### config.mk
export PLATFORM = sky130hd
export DESIGN_NAME = pipe_hazard_ctrl
export DESIGN_NICKNAME = d
export VERILOG_FILES = /design/src/rtl/pipe_hazard_ctrl.sv
export SDC_FILE = /design/constraint.sdc
export NUM_CORES = 1
export LEC_CHECK = 0
export ABC_AREA = 1
export CORE_MARGIN = 2
export CORE_UTILIZATION = 47
export DETAILED_ROUTE_END_ITERATION = 6
export PLACE_DENSITY = 0.8
export RECOVER_POWER = 100
export REMOVE_ABC_BUFFERS = 1
export SLEW_MARGIN = 5
export SYNTH_ARGS = -nofsm -noshare
export SYNTH_HDL_FRONTEND = slang
export SYNTH_SLANG_ARGS = --single-unit
export TNS_END_PERCENT = 50
### constraint.sdc
create_clock -name clk -period 2 [get_ports clk]
set_input_delay 0.2 -clock clk [delete_from_list [all_inputs] [get_ports clk]]
set_output_delay 0.2 -clock clk [all_outputs]
set_load 0.005 [all_outputs]
### src/rtl/pipe_hazard_ctrl.sv
// pipe_hazard_ctrl: 5-stage pipeline sequencing - load-use stall, branch flush,
// memory-busy freeze with replay of a branch flush that arrives while frozen.
module pipe_hazard_ctrl #(
    parameter int CNT_W = 16
) (
    input  logic             clk,
    input  logic             reset,
    input  logic             idex_mem_read,
    input  logic [4:0]       idex_rt,
    input  logic [4:0]       ifid_rs,
    input  logic [4:0]       ifid_rt,
    input  logic             ifid_uses_rt,
    input  logic             branch_taken,
    input  logic             mem_busy,
    output logic             pc_write,
    output logic             ifid_write,
    output logic             ifid_flush,
    output logic             idex_write,
    output logic             idex_bubble,
    output logic             exmem_write,
    output logic             exmem_flush,
    output logic             memwb_write,
    output logic             frozen,
    output logic [CNT_W-1:0] stall_cycles,
    output logic [CNT_W-1:0] flush_events
);
    typedef enum logic {RUN = 1'b0, FREEZE = 1'b1} state_t;
    state_t           r_state, w_state_nxt;
    logic             r_pending, w_pending_nxt;
    logic             w_luh, w_stall_inc, w_flush_inc;
    logic [CNT_W-1:0] r_stall, r_flush;
    assign w_luh = idex_mem_read & (idex_rt != 5'd0) &
                   ((idex_rt == ifid_rs) | (ifid_uses_rt & (idex_rt == ifid_rt)));
    always_comb begin
        pc_write      = 1'b0;
        ifid_write    = 1'b0;
        ifid_flush    = 1'b0;
        idex_write    = 1'b0;
        idex_bubble   = 1'b0;
        exmem_write   = 1'b0;
        exmem_flush   = 1'b0;
        memwb_write   = 1'b0;
        w_state_nxt   = RUN;
        w_pending_nxt = r_pending;
        w_stall_inc   = 1'b0;
        w_flush_inc   = 1'b0;
        if (reset) begin
            w_pending_nxt = 1'b0;
        end else if (mem_busy) begin
            w_state_nxt   = FREEZE;
            w_pending_nxt = r_pending | branch_taken;
        end else if (branch_taken | r_pending) begin
            // squash IF/ID, ID/EX and EX/MEM in one cycle; any luh dies with them
            {pc_write, ifid_write, idex_write, exmem_write, memwb_write} = '1;
            {ifid_flush, idex_bubble, exmem_flush} = '1;
            w_pending_nxt = 1'b0;
            w_flush_inc   = 1'b1;
        end else if (w_luh) begin
            {idex_write, idex_bubble, exmem_write, memwb_write} = '1;
            w_stall_inc = 1'b1;
        end else begin
            {pc_write, ifid_write, idex_write, exmem_write, memwb_write} = '1;
        end
    end
    always_ff @(posedge clk) begin
        if (reset) begin
            r_state   <= RUN;
            r_pending <= 1'b0;
            r_stall   <= '0;
            r_flush   <= '0;
        end else begin
            r_state   <= w_state_nxt;
            r_pending <= w_pending_nxt;
            r_stall   <= (w_stall_inc && !(&r_stall)) ? r_stall + CNT_W'(1) : r_stall;
            r_flush   <= (w_flush_inc && !(&r_flush)) ? r_flush + CNT_W'(1) : r_flush;
        end
    end
    assign frozen       = (r_state == FREEZE);
    assign stall_cycles = r_stall;
    assign flush_events = r_flush;
endmodule

==> results of run 1 <==
==> registers in the layout, summed over array words and instances, names as in the netlist <==
signal / cells
flush_events: 16
stall_cycles: 16
frozen: 1
r_pending: 1
==> metrics by stage <==
stage	hold slack (ns)	instance area, sq um	setup TNS [ns]
2_1_floorplan	0.269	1970	0
3_3_place_gp	0.475	2720	-0.0669
3_5_place_dp	0.491	2720	-0.147
4_1_cts	0.499	2820	0
5_1_grt	0.509	2810	0
6_report	0.493	2810	0
==> path summary, 6_finish.rpt <==
kind	endpoint	slack, ns	cells past startpoint
setup reg to reg	flush_events[8]$_SDFFE_PP0P_	0.26	12
setup / recovery	ifid_flush	0.13	5
hold / removal	flush_events[8]$_SDFFE_PP0P_	0.49	2
hold reg to reg	flush_events[8]$_SDFFE_PP0P_	0.49	2
==> what timing repair did <==
action / 4_1_cts / 5_1_grt
buffers inserted: 0 / 0
resized for setup: 5 / 7
setup endpoints to repair: 3 / 2
pin swaps: 0 / 3
==> cell usage in the layout, fill, tap and decap left out, types with 3 or more instances in the layout <==
master,n
nand4_1,8
nand3_1,31
dfxtp_1,34
nor3_1,10
o21ai_1,4
a21oi_1,21
clkdlybuf4s50_1,15
o21ai_0,7
buf_4,5
dlygate4sd3_1,38
and3_1,3
nor2_2,8
inv_1,36
dlymetal6s2s_1,3
inv_2,9
dlygate4sd2_1,5
nand2_1,71
clkbuf_8,8
nor2_1,46
==> worst max-delay path, delay by kind of cell <==
| kind | cells | cell delay, ns |
|---|---|---|
| AND/OR/NAND/NOR | 2 | 0.30 |
| buffers and inverters | 3 | 1.17 |
==> layer usage <==
metal / vias up / track usage (%) / part of all wire [%]
li1: 1135 / - / -
met5: - / 0 / 0
met3: 2 / 4.62 / 4.8
met2: 51 / 32.9 / 48
met4: 0 / 6.41 / 0.40
met1: 942 / 24.4 / 47
==> cells by family after synthesis <==
| logic type | count (synthesis) | synth area share [%] |
|---|---|---|
| xor gates and xnor gates | 4 | 1.70 |
| adders and majority gates | 2 | 1.22 |
| AOI/OAI and AO/OA | 34 | 8.52 |
| DFF | 34 | 33.1 |
| buffers and inverters | 56 | 12.7 |
| and+or+nand+nor | 186 | 42.8 |
==> power by group <==
part           leakage (nW)  switching [mW]  total, mW  internal (mW)
sequential            0.274         0.00327      0.685          0.681
combinational          1.00          0.0752      0.154         0.0786
clock                0.0575           0.247      0.594          0.348
total                  1.33           0.325       1.43           1.11
==> final cells by class <==
cell class                 count  area [sq um]
clock buffer                   8           110
inverter                      46           173
tap                           52          65.1
timing repair buffer          69           677
multi-input combinational    226          1100
fill                         389          1490
sequential                    34           681
==> load_flow_metrics.sql, run 1 <==
INSERT INTO impl_metrics (metric_group, metric, value, unit) VALUES
('cts', 'tritoncts', 'done', ''),
('placement', 'post-place-cells', '427', ''),
('worst_setup_path', 'path_max_fanout', '7', ''),
('final_layout', 'finalNetCount', '405', ''),
('sta', 'max_freq', '534', 'MHz'),
('yosys', 'ys_ff_latch', '34', ''),
('yosys', 'ys_warn_count', '0', ''),
('grt', 'pin_count_of_the_biggest_net_entering_global_routing', '22', ''),
('status', 'status', 'complete, no violations', ''),
('yosys', 'synth_enable_flop_cells', '0', ''),
('sta', 'final_max_slew_viol_count', '0', ''),
('final_layout', 'antenna_cells_inserted', '0', ''),
('cts', 'numCtsBuffers', '5', ''),
('drt', 'vias', '2130', ''),
('drt', 'detail_route.wirelength', '4.74', 'mm'),
('yosys', 'synthDominantCellAreaShare', '33.1', '%'),
('hold_path', 'hp-start', 'flush_events[8]$_SDFFE_PP0P_', ''),
('yosys', 'synth_area', '2060', 'sq um'),
('grt', 'grt_first_pass_wirelength', '7.87', 'mm'),
('final_layout', 'layout-drive-gt1-share', '9.92', '%'),
('placement', 'place.port_buffers', '61', ''),
('yosys', 'synth_area_per_cell', '6.51', 'sq um'),
('worst_setup_path', 'worstPathArrival', '1.67', 'ns'),
('sta', 'rsz0062_at_grt', 'no', ''),
('drt', 'drt_iter0_markers', '130', ''),
('grt', 'global_route.usage.total', '19.5', '%'),
('grt', 'first_global_vias', '1837', ''),
('sta', 'final_hold_viol_count', '0', ''),
('yosys', 'synth_top_cells_by_count', '69 x nand2_1, 46 x nor2_1, 35 x inv_1', ''),
('pwr', 'power.density_cell_area', '511', 'nW/um^2'),
('cts', 'clkTransAtPathRegs', '0.07', 'ns'),
('yosys', 'yosysUniqueCellTypes', '30', ''),
('floorplanning', 'die_h', '70.1', 'microns'),
('sta', 'max_slew.worst_pin.slew', '0.343', 'ns'),
('placement', 'detailedPlacementHpwl', '3.58', 'mm'),
('worst_setup_path', 'critPathRequiredTime', '1.80', 'ns'),
('pwr', 'design_power_total', '1.43', 'mW'),
('drt', 'first_pass_iters', '4', ''),
('placement', 'place_ws', '-0.0791', 'ns'),
('sta', 'skew', '0.00774', 'ns'),
('grt', 'grt_antenna_before_repair', '0', ''),
('drt', 'routed_wl_per_cell', '10.9', 'microns'),
('floorplanning', 'fp.dieW', '70.1', 'microns'),
('worst_setup_path', 'critPathLaunch', 'reset', ''),
('cts', 'clock-root-buffer', 'clkbuf_8', ''),
('yosys', 'async_flop_share', '0', '%'),
('floorplanning', 'starting_utilization_of_the_core_area', '47.9', '%'),
('floorplanning', 'rows', '24', ''),
('hold_path', 'min_path_type', 'register to register', ''),
('sta', 'final.period_utilization', '93.6', '%'),
('worst_setup_path', 'max_incr_delay_on_cp', '0.58', 'ns'),
('yosys', 'yosysTopAreaCell', 'dfxtp_1', ''),
('worst_setup_path', 'regToRegStartpoint', 'flush_events[0]$_SDFFE_PP0P_', ''),
('pwr', 'leakage', '1.33', 'nW'),
('cts', 'clock-sinks', '34', ''),
('yosys', 'netlist_top_cells_area', 'dfxtp_1 33%, nand2_1 13%, nor2_1 8.4%', ''),
('sta', 'worst_slew_margin_rel', '77.1', '%'),
('placement', 'final_wtd_congestion', '0.838', ''),
('sta', 'post-route-worst-setup-slack', '0.128', 'ns'),
('yosys', 'synth_cells', '316', ''),
('drt', 'vias_per_cell', '4.90', ''),
('final_layout', 'fin_cells', '435', ''),
('grt', 'grt_remaining_overflow', '0', ''),
('yosys', 'synth_sequential_area_ratio', '33.1', '%'),
('sta', 'final-setup-viol-count', '0', ''),
('final_layout', 'finalCoreUtilization', '65.3', '%'),
('flow_run', 'maxCapViolations', '0', ''),
('yosys', 'postSynth.topFlopCell', 'dfxtp_1', ''),
('worst_setup_path', 'worstSetupEndpointType', 'output port', ''),
('cts', 'worst_skew_pair.late_latency', '0.29', 'ns'),
('floorplanning', 'floorplan.die_area', '4920', 'sq um');
Note: power is estimated with default switching activity, not from simulation.
==> run 2, diff against run 1 <==
--- a/config.mk
+++ b/config.mk
@@ -9,6 +9,7 @@
 export CORE_MARGIN = 2
 export CORE_UTILIZATION = 47
 export DETAILED_ROUTE_END_ITERATION = 6
+export GPL_TIMING_DRIVEN = 0
 export PLACE_DENSITY = 0.8
 export RECOVER_POWER = 100
 export REMOVE_ABC_BUFFERS = 1
==> run 2 against run 1 <==
Maximum frequency down 2.0%. Design area fell by 2.7%. Clock-buffer cell count down 2. Utilization is 1.7 points lower. Critical endpoint is now stall_cycles[3]$_SDFFE_PP0P_. Largest cell class unchanged. Largest power group unchanged. Highest routed layer unchanged.
==> load_flow_metrics.sql, run 2 (synthesis results as in run 1) <==
INSERT INTO impl_metrics (metric_group, metric, value, unit) VALUES
('floorplanning', 'rows', '24', ''),
('final_layout', 'leading_cell_types_in_the_layout_fill_and_taps_excluded', '71 x nand2_1, 45 x nor2_1, 36 x dlygate4sd3_1', ''),
('grt', 'grt_antenna_before_repair', '0', ''),
('drt', 'first_pass_iters', '4', ''),
('pwr', 'share_of_power_burned_in_registers', '51.3', '%'),
('grt', 'pin_count_of_the_biggest_net_entering_global_routing', '28', ''),
('pwr', 'peakVddDrop', '472', 'uV'),
('drt', 'detail_route.wirelength', '4.68', 'mm'),
('cts', 'htree_num_levels', '2', ''),
('sta', 'rsz0062_at_grt', 'yes', ''),
('final_layout', 'layout-drive-gt1-share', '9.89', '%'),
('worst_setup_path', 'element_type_at_the_critical_path_start', 'primary input', ''),
('sta', 'final_hold_viol_count', '0', ''),
('sta', 'final.period_utilization', '95.5', '%'),
('sta', 'tmin_final', '1.91', 'ns'),
('hold_path', 'min_path_type', 'register to register', ''),
('grt', 'global_route.usage.total', '19.3', '%'),
('final_layout', 'mostFrequentLayoutCell', 'nand2_1', ''),
('worst_setup_path', 'critPathRequiredTime', '2.18', 'ns'),
('cts', 'clock-root-buffer', 'clkbuf_8', ''),
('final_layout', 'syn2layout_area_growth', '32.8', '%'),
('placement', 'post-place-cells', '419', ''),
('hold_path', 'hp-start', 'flush_events[10]$_SDFFE_PP0P_', ''),
('worst_setup_path', 'worstSetupEndpointType', 'register', ''),
('worst_setup_path', 'ff2ff_setup_slack', '0.21', 'ns'),
('floorplanning', 'floorplan.die_area', '4920', 'sq um'),
('drt', 'route.detailed.drc', '0', ''),
('cts', 'clock-sinks', '34', ''),
('sta', 'max_slew.worst_pin.slew', '0.560', 'ns'),
('grt', 'first_global_vias', '1891', ''),
('placement', 'final_wtd_congestion', '0.808', ''),
('drt', 'drt_iter0_markers', '128', ''),
('hold_path', 'hold_end', 'flush_events[10]$_SDFFE_PP0P_', ''),
('final_layout', 'antenna_cells_inserted', '0', ''),
('sta', 'worst_slew_margin_rel', '62.7', '%'),
('drt', 'vias', '2110', ''),
('sta', 'final.setup.tns', '0', 'ns'),
('final_layout', 'finalNetCount', '398', ''),
('status', 'status', 'complete, no violations', ''),
('cts', 'clkTransAtPathRegs', '0.07', 'ns'),
('floorplanning', 'io_pins', '62', ''),
('pwr', 'clock_power_share', '37.5', '%'),
('sta', 'max_freq', '523', 'MHz'),
('drt', 'routed_wl_per_cell', '11.0', 'microns'),
('flow_run', 'maxCapViolations', '0', ''),
('sta', 'final-setup-viol-count', '0', ''),
('worst_setup_path', 'rr_endpoint', 'stall_cycles[5]$_SDFFE_PP0P_', ''),
('worst_setup_path', 'max_incr_delay_on_cp', '0.49', 'ns'),
('final_layout', 'fill_cells', '431', ''),
('final_layout', 'fin_cells', '426', ''),
('pwr', 'power.share.switching', '23.6', '%'),
('worst_setup_path', 'highest_delay_cell_along_the_critical_path', 'clkdlybuf4s50_1', ''),
('worst_setup_path', 'cell_by_cell_listing_of_the_critical_path', 'clkdlybuf4s50_1 -> inv_1 -> nand2_1 -> nand2_1 -> nor2_2 -> nand3_2 -> nand2_2 -> buf_4 -> nand4_1 -> nor2_4 -> nand3_1 -> nand2_1 -> nor2_1', ''),
('worst_setup_path', 'worst_r2r_path_depth', '8', ''),
('placement', 'place.port_buffers', '61', ''),
('pwr', 'power.combinational.fraction', '11.2', '%'),
('floorplanning', 'starting_utilization_of_the_core_area', '47.9', '%'),
('hold_path', 'timing.hold.worst_path_depth', '2', ''),
('worst_setup_path', 'regToRegStartpoint', 'stall_cycles[0]$_SDFFE_PP0P_', ''),
('grt', 'grt_remaining_overflow', '0', ''),
('cts', 'worst_skew_pair.late_latency', '0.28', 'ns'),
('pwr', 'leakage', '1.27', 'nW'),
('floorplanning', 'design.core.area', '4290', 'sq um'),
('floorplanning', 'die_h', '70.1', 'microns'),
('worst_setup_path', 'worstPathArrival', '2.09', 'ns'),
('drt', 'drt.antenna.violating_nets', '0', ''),
('worst_setup_path', 'worst-setup-path-type', 'primary input to register', ''),
('worst_setup_path', 'cpLargestDelayFamily', 'simple AND/OR/NAND/NOR gates', ''),
('pwr', 'power.density_cell_area', '489', 'nW/um^2'),
('worst_setup_path', 'path_max_fanout', '21', ''),
('drt', 'vias_per_cell', '4.95', ''),
('worst_setup_path', 'critical_path_depth', '13', ''),
('cts', 'max-clock-path-buffers', '2', ''),
('final_layout', 'finalCoreUtilization', '63.6', '%'),
('worst_setup_path', 'critical_path.n_buffers_inverters', '3', ''),
('cts', 'numCtsBuffers', '5', ''),
('sta', 'final_max_slew_viol_count', '0', ''),
('pwr', 'power.switching', '315', 'uW'),
('sta', 'skew', '0.00490', 'ns'),
('pwr', 'internal_power', '1.02', 'mW'),
('sta', 'hold_slack', '0.492', 'ns'),
('pwr', 'design_power_total', '1.34', 'mW'),
('worst_setup_path', 'critPathMostFrequentCell', 'nand2_1', ''),
('grt', 'grt_first_pass_wirelength', '7.89', 'mm'),
('placement', 'detailedPlacementHpwl', '3.51', 'mm'),
('cts', 'tritoncts', 'done', ''),
('floorplanning', 'fp.dieW', '70.1', 'microns');
[run 2: worst max path at each step]
stage	start	endpoint	slack, ns
2_1_floorplan	stall_cycles[0]$_SDFFE_PP0P_	stall_cycles[11]$_SDFFE_PP0P_	0.33
3_3_place_gp	reset	flush_events[11]$_SDFFE_PP0P_	-0.38
3_5_place_dp	reset	flush_events[11]$_SDFFE_PP0P_	-0.36
4_1_cts	ifid_rt[1]	ifid_write	0.01
5_1_grt	ifid_rs[1]	stall_cycles[7]$_SDFFE_PP0P_	-0.08
6_report	ifid_rs[1]	stall_cycles[3]$_SDFFE_PP0P_	0.09
[run 2: area by class of cell]
| cell class | count | area [sq um] | area share [%] |
|---|---|---|---|
| clock buffer | 6 | 82.6 | 3.02 |
| inverter | 46 | 174 | 6.37 |
| multi-input combinational | 226 | 1120 | 40.9 |
| sequential | 34 | 681 | 24.9 |
| tap | 52 | 65.1 | 2.38 |
| timing repair buffer | 62 | 611 | 22.4 |
[run 2: what timing repair did]
item	CTS	global route
pin swaps	0	6
setup buffers	0	1
gates resized for setup	10	5
setup endpoints to repair	15	1
hold buffers	0	0
[run 2: power by group through the flow]
stage	registers (mW)	logic (mW)	clock network, mW
6_report	0.685	0.149	0.501
5_1_grt	0.685	0.168	0.548
4_1_cts	0.685	0.149	0.509
3_5_place_dp	0.700	0.154	0
3_3_place_gp	0.700	0.151	0
2_1_floorplan	0.701	0.0670	0
[run 2: per-layer routing]
layer  wire length [microns]  share of wire, %  global-route usage [%]
met5                       0                 0                       0
met1                    2150                46                    23.7
met3                     231               4.9                    4.91
met4                      44              0.94                    5.98
met2                    2260                48                    33.1
[run 2: per-stage QoR]
step           area, sq um  worst slack [ns]
5_1_grt               2730           -0.0788
2_1_floorplan         1970             0.332
3_3_place_gp          2640            -0.383
4_1_cts               2720            0.0106
6_report              2730            0.0894
3_5_place_dp          2640            -0.365
[run 2: tightest hold or removal path, stage by stage, from the launching register on]
cell	delay [ns]
dfxtp_1	0.34
inv_1	0.06
a21oi_1	0.05
